--- src/rtl/wb_uart_txdma.sv ---
// wb_uart_txdma: streams a memory byte buffer into the wb_uart TX FIFO.
// The CPU programs SRC/LEN and sets start. The block polls tx_full before each byte write.
module wb_uart_txdma #(
   parameter int LEN_W    = 16,
   parameter int POLL_GAP = 4
) (
   input  logic             clk_i,
   input  logic             rst_i,
   input  logic             cyc_i,
   input  logic             stb_i,
   input  logic [1:0]       adr_i,
   input  logic             we_i,
   input  logic [31:0]      dat_i,
   input  logic [3:0]       sel_i,
   output logic             ack_o,
   output logic [31:0]      dat_o,
   output logic             m_cyc_o,
   output logic             m_stb_o,
   output logic [29:0]      m_adr_o,
   input  logic             m_ack_i,
   input  logic [31:0]      m_dat_i,
   output logic             u_cyc_o,
   output logic             u_stb_o,
   output logic [1:0]       u_adr_o,
   output logic             u_we_o,
   output logic [31:0]      u_dat_o,
   output logic [3:0]       u_sel_o,
   input  logic             u_ack_i,
   input  logic [31:0]      u_dat_i,
   output logic             irq
);
   typedef enum logic [2:0] {IDLE, FETCH, POLL, GAP, WRITE, DONE} state_t;
   state_t             state;
   logic [31:0]        src;
   logic [LEN_W-1:0]   len;
   logic               busy;
   logic               done;
   logic               irq_en;
   logic               ab;
   logic [31:0]        wbuf;
   logic [31:0]        cnt;
   logic               wr;
   logic [7:0]         cur_byte;
   logic               unused;
   assign unused   = ^{sel_i, u_dat_i[31:28], u_dat_i[26:0]};
   assign wr       = cyc_i & stb_i & we_i & ack_o;
   assign u_sel_o  = 4'b1000;
   assign irq      = done & irq_en;
   assign cur_byte = src[1:0] == 2'd0 ? wbuf[31:24] :
                     src[1:0] == 2'd1 ? wbuf[23:16] :
                     src[1:0] == 2'd2 ? wbuf[15:8]  : wbuf[7:0];
   assign dat_o    = adr_i == 2'd0 ? src :
                     adr_i == 2'd1 ? 32'(len) :
                     adr_i == 2'd2 ? {29'b0, irq_en, done, busy} : 32'b0;
   // Slave writes are applied before the FSM so a completing transfer's done wins over a W1C
   always_ff @(posedge clk_i) begin
      if (rst_i) begin
         ack_o   <= 1'b0;
         state   <= IDLE;
         src     <= '0;
         len     <= '0;
         busy    <= 1'b0;
         done    <= 1'b0;
         irq_en  <= 1'b0;
         ab      <= 1'b0;
         wbuf    <= '0;
         cnt     <= '0;
         m_cyc_o <= 1'b0;
         m_stb_o <= 1'b0;
         m_adr_o <= '0;
         u_cyc_o <= 1'b0;
         u_stb_o <= 1'b0;
         u_adr_o <= '0;
         u_we_o  <= 1'b0;
         u_dat_o <= '0;
      end else begin
         ack_o <= ack_o ? 1'b0 : stb_i;
         if (wr && adr_i == 2'd0 && !busy) src <= dat_i;
         if (wr && adr_i == 2'd1 && !busy) len <= dat_i[LEN_W-1:0];
         if (wr && adr_i == 2'd2) begin
            irq_en <= dat_i[2];
            if (dat_i[1]) done <= 1'b0;
            if (dat_i[3] && busy) ab <= 1'b1;
            if (dat_i[0] && !busy) begin
               if (len == '0) done <= 1'b1;
               else begin
                  busy  <= 1'b1;
                  done  <= 1'b0;
                  state <= FETCH;
               end
            end
         end
         case (state)
            FETCH:
               if (!m_stb_o) begin
                  if (ab) state <= DONE;
                  else begin
                     m_cyc_o <= 1'b1;
                     m_stb_o <= 1'b1;
                     m_adr_o <= src[31:2];
                  end
               end else if (m_ack_i) begin
                  m_cyc_o <= 1'b0;
                  m_stb_o <= 1'b0;
                  wbuf    <= m_dat_i;
                  state   <= ab ? DONE : POLL;
               end
            POLL:
               if (!u_stb_o) begin
                  if (ab) state <= DONE;
                  else begin
                     u_cyc_o <= 1'b1;
                     u_stb_o <= 1'b1;
                     u_adr_o <= 2'd1;
                     u_we_o  <= 1'b0;
                     u_dat_o <= '0;
                  end
               end else if (u_ack_i) begin
                  u_cyc_o <= 1'b0;
                  u_stb_o <= 1'b0;
                  // the POLL re-entry cycle is itself one idle cycle, so GAP holds POLL_GAP-1
                  if (ab) state <= DONE;
                  else if (!u_dat_i[27]) state <= WRITE;
                  else if (POLL_GAP < 2) state <= POLL;
                  else begin
                     state <= GAP;
                     cnt   <= 32'(POLL_GAP - 2);
                  end
               end
            GAP: begin
               state <= ab ? DONE : cnt == 32'd0 ? POLL : GAP;
               cnt   <= cnt - 32'd1;
            end
            WRITE:
               if (!u_stb_o) begin
                  if (ab) state <= DONE;
                  else begin
                     u_cyc_o <= 1'b1;
                     u_stb_o <= 1'b1;
                     u_adr_o <= 2'd0;
                     u_we_o  <= 1'b1;
                     u_dat_o <= {cur_byte, 24'b0};
                  end
               end else if (u_ack_i) begin
                  u_cyc_o <= 1'b0;
                  u_stb_o <= 1'b0;
                  u_we_o  <= 1'b0;
                  src     <= src + 32'd1;
                  if (len != '0) len <= len - LEN_W'(1);
                  state   <= (ab || len <= LEN_W'(1)) ? DONE :
                             src[1:0] == 2'd3 ? FETCH : POLL;
               end
            DONE: begin
               busy  <= 1'b0;
               done  <= 1'b1;
               ab    <= 1'b0;
               state <= IDLE;
            end
            default: ;
         endcase
      end
   end
endmodule
--- config.mk ---
export PLATFORM = sky130hd
export DESIGN_NAME = wb_uart_txdma
export DESIGN_NICKNAME = d
export VERILOG_FILES = /design/src/rtl/wb_uart_txdma.sv
export SDC_FILE = /design/constraint.sdc
export NUM_CORES = 1
export LEC_CHECK = 0
export CAP_MARGIN = 20
export CORE_UTILIZATION = 30
export DETAILED_ROUTE_END_ITERATION = 10
export GPL_TIMING_DRIVEN = 0
export HOLD_SLACK_MARGIN = 0.1
export PLACE_DENSITY = 0.52
export SYNTH_ARGS = -nofsm -noshare
export SYNTH_HDL_FRONTEND = slang
export SYNTH_SLANG_ARGS = --single-unit
--- constraint.sdc ---
create_clock -name clk_i -period 5.9 [get_ports clk_i]
set_input_delay 0.885 -clock clk_i [delete_from_list [all_inputs] [get_ports clk_i]]
set_output_delay 0.885 -clock clk_i [all_outputs]
set_load 0.05 [all_outputs]
==> results by group, run 1 <==
STA
  • F_max: 217 MHz
  • Final Skew: 0.0230 ns
  • Worst slew pin tran: 0.957 ns
  • Max-slew violations: 0
  • Hold slack: 0.455 ns
  • Total negative setup slack: 0 ns
  • Worst setup margin: 1.29 ns
  • Max_slew headroom: 35.6%
  • Fin crit share: 78.2%
  • RSZ-0062 raised after global routing: no
  • Final-report setup violation count: 0
  • Final hold vios: 0
  • Period minus WS final: 4.61 ns

Logic synthesis
  • Async S/R FF share, synth: 0%
  • Register area share after synthesis: 37.9%
  • Share of the synthesized area in the top cell type: 37.9%
  • Post-Syn Area per Cell: 7.81 um2
  • Yosys warns: 0
  • Syn Inst Count: 1,109
  • Synthesized cell area: 0.00866 mm2
  • Top post-synthesis cells by count: 188 x nand2_1, 164 x dfxtp_1, 114 x a21oi_1
  • Synth top area cells: dfxtp_1 38%, nand2_1 8.1%, a21oi_1 6.6%
  • Synth cell types: 68
  • Register bit total from synthesis: 164
  • Post-synth EDFFs: 0
  • Most frequent cell after synthesis: nand2_1
  • Area leader, netlist: dfxtp_1
  • Synth Flop Type: dfxtp_1

Global route
  • Global route total overflow: 0
  • Largest net degree at the start of global routing: 20
  • Vias in the first global route: 8,187
  • Global-route wire length before repair: 46,100 um
  • Gr usage total: 20.2%
  • Initial antenna violation count: 0

Power
  • Leak: 3.93 nW
  • Cell area power density: 218 mW/mm2
  • Peak supply drop: 192 uV

Worst setup path
  • Minimum setup slack among reg-to-reg paths: 2.60 ns
  • Slowest-stage cell, CP: clkdlybuf4s50_1
  • Worst setup EP type: primary output
  • Crit path kind: input port to primary output
  • Critical Path RT: 5.02 ns
  • CP max stage delay: 0.83 ns
  • Max FO, Critical Path: 10
  • CP Cell Sequence: clkdlybuf4s50_1 -> clkbuf_1 -> buf_1 -> mux2i_1 -> nor2_1 -> clkdlybuf4s50_1
  • CP arrival: 3.73 ns
  • CP most frequent cell: clkdlybuf4s50_1
  • Crit start category: input port
  • CP Buf/Inv Count: 4
  • Worst path top cell family by delay: buffers and inverters

Detailed routing
  • Routed vias/inst: 5.13
  • Pre-antenna DRT Iters: 6
  • WL final: 29,600 um
  • Antenna Nets Post-Route: 0
  • DR WL/cell: 17.4 um
  • DRC viols: 0
  • 1st-iter DRT viols: 621
  • Routed via count: 8,709

Place
  • Placer Congestion: 0.865
  • Placed cell area: 0.0108 mm2
  • Dpl hpwl: 21,800 um
  • Number of port buffers: 151
  • Pre-CTS WS: 1.26 ns

Run
  • Maxcap violations: 0

Die
  • Core ar.: 0.0281 mm2
  • Cell Rows: 61
  • Initial Util: 30.8%
  • Die span in x: 172 um
  • Die height: 172 um
  • Die area: 0.0296 mm2
  • # IOs: 216

Clock tree
  • CTS root buf: clkbuf_16
  • Num Clock Sinks: 164
  • Worst-path clk slew: 0.08 ns
  • Setup Buffers After CTS: 0
  • H-tree Lvls: 4
  • Hold_buf cts: 0
  • Post-CTS resize count: 0
  • CTS tree: done
  • Skew-Pair Late Insertion Delay: 0.45 ns
  • Clock buffer depth: 2
  • Num CTS Buffers: 17

Run status
  • Outcome: finished, final reports clean

Layout
  • Share of layout cells above drive strength 1: 8.55%
  • Core Util, Final: 40.6%
  • Diode count: 0
  • Fin nets: 1,425
  • Area growth syn-to-layout: 31.5%
  • Post-route cell area: 0.0114 mm2

Worst hold path
  • Worst hold path class: flip-flop to flip-flop
[registers in the layout, indices dropped and copies added, names as in the netlist]
signal and cells:
cnt 32, src 32, wbuf 32, m_adr_o 30, len 16, u_dat_o 8, state 3, ab 1
ack_o 1, busy 1, done 1, irq_en 1, m_cyc_o 1, m_stb_o 1, u_adr_o 1, u_cyc_o 1
u_stb_o 1, u_we_o 1
[kinds of logic (layout without fill, tap and decap cells)]
| group | after synthesis | after routing | synth area share, % |
|---|---|---|---|
| adder cells (fa/ha/maj) | 8 | 8 | 1.16 |
| other | 2 | 29 | 0.0867 |
| buffers and inverters | 126 | 311 | 6.99 |
| XOR/XNOR | 15 | 15 | 1.52 |
| multiplexers | 51 | 51 | 6.12 |
| flip-flops | 164 | 164 | 37.9 |
| AO/OA/AOI/OAI | 281 | 281 | 20.2 |
| AND/OR/NAND/NOR | 462 | 462 | 26.1 |
[worst min-delay path: cells and delay by family (launching register included)]
kind	cells	cell delay [ns]
DFF	1	0.31
and+or+nand+nor	1	0.05
AOI/OAI and AO/OA	1	0.05
[metal layers]
layer | global-route usage (%) | vias to the layer above | share of wire (%)
met3 | 3.62 | 25 | 5.2
met1 | 27.4 | 4111 | 47
met2 | 32.6 | 256 | 46
met5 | 0 | - | 0
li1 | - | 4317 | -
met4 | 5.66 | 0 | 1.8
[per-stage QoR]
stage,total power [mW],cells
finish,2.48,1699
global route,2.56,1699
CTS,2.50,1698
detailed placement,1.32,1666
global placement,1.32,1665
floorplan,1.24,1136
[power by group]
group	internal, mW	switching, mW	total (mW)
registers	1.11	0.00337	1.11
logic	0.0734	0.110	0.184
clock network	0.619	0.564	1.18
total	1.80	0.678	2.48
[cell type report]
class                      count  area [um2]
timing repair buffer         153        1520
clock inverter                15         208
sequential                   164        3280
multi-input combinational    846        4880
fill                        2928       16700
inverter                      16        60.1
clock buffer                  17         425
buffer                       110         546
tap                          378         473
[worst paths after layout]
check	start	endpoint	cells past startpoint
worst max-delay path	adr_i[0]	dat_o[11]	6
worst min-delay path	wbuf[27]	wbuf[27]	2
worst max register to register	state[1]	src[0]	9
worst min register to register	wbuf[27]	wbuf[27]	2
[placed cells by master (no fill, tap or decap), types with 17 or more instances in the layout]
master / synthesis / final
nand2_1: 188 / 188
dfxtp_1: 164 / 164
clkdlybuf4s50_1: 0 / 151
a21oi_1: 114 / 114
nor2_1: 77 / 77
clkbuf_1: 71 / 71
o21ai_0: 42 / 42
mux2i_1: 35 / 35
buf_4: 30 / 30
conb_1: 2 / 29
nor3_1: 27 / 27
nand3_1: 27 / 27
and2_1: 26 / 26
a31oi_1: 22 / 22
or3_1: 20 / 20
or4_1: 18 / 18
clkbuf_16: 0 / 17
(Power assumes the default switching activity.)
==> run 2: changes to the inputs <==
--- a/config.mk
+++ b/config.mk
@@ -10,7 +10,7 @@
 export DETAILED_ROUTE_END_ITERATION = 10
 export GPL_TIMING_DRIVEN = 0
 export HOLD_SLACK_MARGIN = 0.1
-export PLACE_DENSITY = 0.52
+export PLACE_DENSITY = 0.54
 export SYNTH_ARGS = -nofsm -noshare
 export SYNTH_HDL_FRONTEND = slang
 export SYNTH_SLANG_ARGS = --single-unit
==> constraint.sdc (replaced) <==
create_clock -name clk_i -period 3.7 [get_ports clk_i]
set_input_delay 0.555 -clock clk_i [delete_from_list [all_inputs] [get_ports clk_i]]
set_output_delay 0.555 -clock clk_i [all_outputs]
set_load 0.05 [all_outputs]
==> run 2 against run 1 <==
  * Worst hold slack lost 0.0014 ns
  * Sequential share of layout area grew 0.10 points
  * Flip-flop and latch count is the same
  * Wire length shrank 0.60%
  * Largest power group unchanged
==> results by group, run 2 (synthesis gave the netlist of run 1 again) <==
Clock tree
  • CTS tree: done (unchanged)
  • Hold_buf cts: 0 (unchanged)
  • Num CTS Buffers: 17 (unchanged)
  • H-tree Lvls: 4 (unchanged)
  • Clock buffer depth: 2 (unchanged)
  • Worst-path clk slew: 0.07 ns (was 0.08 ns)
  • CTS root buf: clkbuf_16 (unchanged)
  • Skew-Pair Late Insertion Delay: 0.45 ns (about the same)
  • Num Clock Sinks: 164 (unchanged)

Worst setup path
  • Crit start category: input port (unchanged)
  • CP max stage delay: 0.89 ns (was 0.83 ns)
  • CP most frequent cell: clkdlybuf4s50_1 (unchanged)
  • Max FO, Critical Path: 10 (unchanged)
  • Crit path kind: input port to primary output (unchanged)
  • Worst path top cell family by delay: buffers and inverters (unchanged)
  • CP Cell Sequence: clkdlybuf4s50_1 -> clkbuf_1 -> nor2b_1 -> nand2_1 -> o21ai_0 -> clkdlybuf4s50_1 (was clkdlybuf4s50_1 -> clkbuf_1 -> buf_1 -> mux2i_1 -> nor2_1 -> clkdlybuf4s50_1)
  • CP arrival: 3.02 ns (was 3.73 ns)
  • Critical Path RT: 3.14 ns (was 5.02 ns)
  • Minimum setup slack among reg-to-reg paths: 0.57 ns (was 2.60 ns)
  • CP Buf/Inv Count: 3 (was 4)
  • Slowest-stage cell, CP: clkdlybuf4s50_1 (unchanged)
  • Worst setup EP type: primary output (unchanged)

Run
  • Maxcap violations: 0 (unchanged)

STA
  • F_max: 279 MHz
  • Max_slew headroom: 26.8% (was 35.6%)
  • Final hold vios: 0 (unchanged)
  • Worst slew pin tran: 1.09 ns (was 0.957 ns)
  • Period minus WS final: 3.58 ns
  • Max-slew violations: 0 (unchanged)
  • Hold slack: 0.454 ns (was 0.455 ns)
  • RSZ-0062 raised after global routing: no (unchanged)
  • Final Skew: 0.0165 ns (was 0.0230 ns)
  • Final-report setup violation count: 0 (unchanged)
  • Fin crit share: 96.7%

Layout
  • Most common library cell in the layout ignoring fill and taps: nand2_1 (unchanged)
  • Storage cell area: 0.00328 mm2 (unchanged)
  • Share of layout cells above drive strength 1: 8.78% (was 8.55%)
  • Core Util, Final: 40.4% (was 40.6%)
  • Post-route cell area: 0.0114 mm2 (about the same)
  • Largest registers: cnt x32, src x32, wbuf x32 (unchanged)
  • Area growth syn-to-layout: 31.0% (was 31.5%)
  • Diode count: 0 (unchanged)
  • Fill cells: 2,946 (was 2,928)
  • Area of the multi-input gates: 0.00488 mm2 (about the same)
  • Fin nets: 1,425 (unchanged)
  • Non-Filler Instances: 1,699 (unchanged)
  • Commonest non-fill, non-tap cells in the layout: 188 x nand2_1, 164 x dfxtp_1, 151 x clkdlybuf4s50_1 (unchanged)

Run status
  • Outcome: finished, final reports clean (unchanged)

Global route
  • Largest net degree at the start of global routing: 19 (was 20)
  • Global route total overflow: 0 (unchanged)
  • Initial antenna violation count: 0 (unchanged)
  • Global-route wire length before repair: 45,600 um (was 46,100 um)
  • Gr usage total: 20.0% (was 20.2%)
  • Vias in the first global route: 8,159 (was 8,187)

Die
  • Die height: 172 um (unchanged)
  • Die area: 0.0296 mm2 (unchanged)
  • Initial Util: 30.8% (unchanged)
  • Core ar.: 0.0281 mm2 (unchanged)
  • # IOs: 216 (unchanged)
  • Die span in x: 172 um (unchanged)
  • Cell Rows: 61 (unchanged)

Place
  • Placer Congestion: 0.848 (was 0.865)
  • Placed cell area: 0.0108 mm2 (unchanged)
  • Dpl hpwl: 21,600 um (was 21,800 um)
  • DP Cell Count: 1,666 (unchanged)
  • Number of port buffers: 151 (unchanged)

Worst hold path
  • Worst hold path class: flip-flop to flip-flop (unchanged)

Detailed routing
  • Pre-antenna DRT Iters: 7 (was 6)
  • Antenna Nets Post-Route: 0 (unchanged)
  • Routed vias/inst: 5.17 (was 5.13)
  • Routed via count: 8,788 (was 8,709)
  • DR WL/cell: 17.3 um (was 17.4 um)
  • DRC viols: 0 (unchanged)
  • 1st-iter DRT viols: 639 (was 621)
  • WL final: 29,500 um (was 29,600 um)

Power
  • Tot Pwr: 3.86 mW (was 2.48 mW)
  • Peak supply drop: 311 uV (was 192 uV)
  • Leak: 3.92 nW (was 3.93 nW)
  • Cell area power density: 340 mW/mm2 (was 218 mW/mm2)
## run 2: changes by cell type in the layout (fill, tap and decap cells not counted), moves of 2 or more
cell,previous run,this run
inv_8,4,7
clkinvlp_4,0,2
clkbuf_2,0,2
clkinv_4,3,1
clkinv_8,5,2
## run 2: final timing paths
kind,startpoint,to,depth (start not counted)
max,adr_i[1],dat_o[2],6
min,wbuf[29],wbuf[29],2
max reg2reg,state[1],src[28],8
min reg2reg,wbuf[29],wbuf[29],2
## run 2: area by class of cell
| cell class | count | share of cell area, % |
|---|---|---|
| Buffer | 110 | 4.83 |
| Multi-Input combinational cell | 846 | 43.0 |
| Clock buffer | 17 | 3.75 |
| Tap cell | 378 | 4.17 |
| Sequential cell | 164 | 28.9 |
| Timing Repair Buffer | 153 | 13.4 |
| Clock inverter | 15 | 1.39 |
| Inverter | 16 | 0.529 |
## run 2: worst min-delay path: stages (launching register included)
cell and delay [ns]:
dfxtp_1 0.31, nand2_1 0.05, a21oi_1 0.05
## run 2: stage by stage
stage          setup slack (ns)  TNS, ns
2_1_floorplan             0.939        0
4_1_cts                  0.0685        0
6_report                  0.121        0
3_5_place_dp             -0.210    -2.84
3_3_place_gp             -0.195    -2.54
5_1_grt                  0.0168        0
## run 2: power breakdown
part	internal, mW	total (mW)	switching, mW
logic	0.117	0.293	0.175
registers	1.77	1.77	0.00542
clock network	0.906	1.79	0.886
total	2.79	3.86	1.07
## run 2: repair_timing
item / in CTS / in global routing
buffers inserted: 0 / 0
gates resized for setup: 2 / 3
gates cloned: 0 / 0
endpoints found under the setup margin: 20 / 19
## run 2: layer usage
metal  global-route usage, %  vias to the layer above  wire, um
li1                        -                     4326         -
met1                    26.6                     4126     13400
met2                    32.8                      310     13700
met3                    4.35                       26      1860
met4                    4.81                        0       415
met5                       0                        -         0
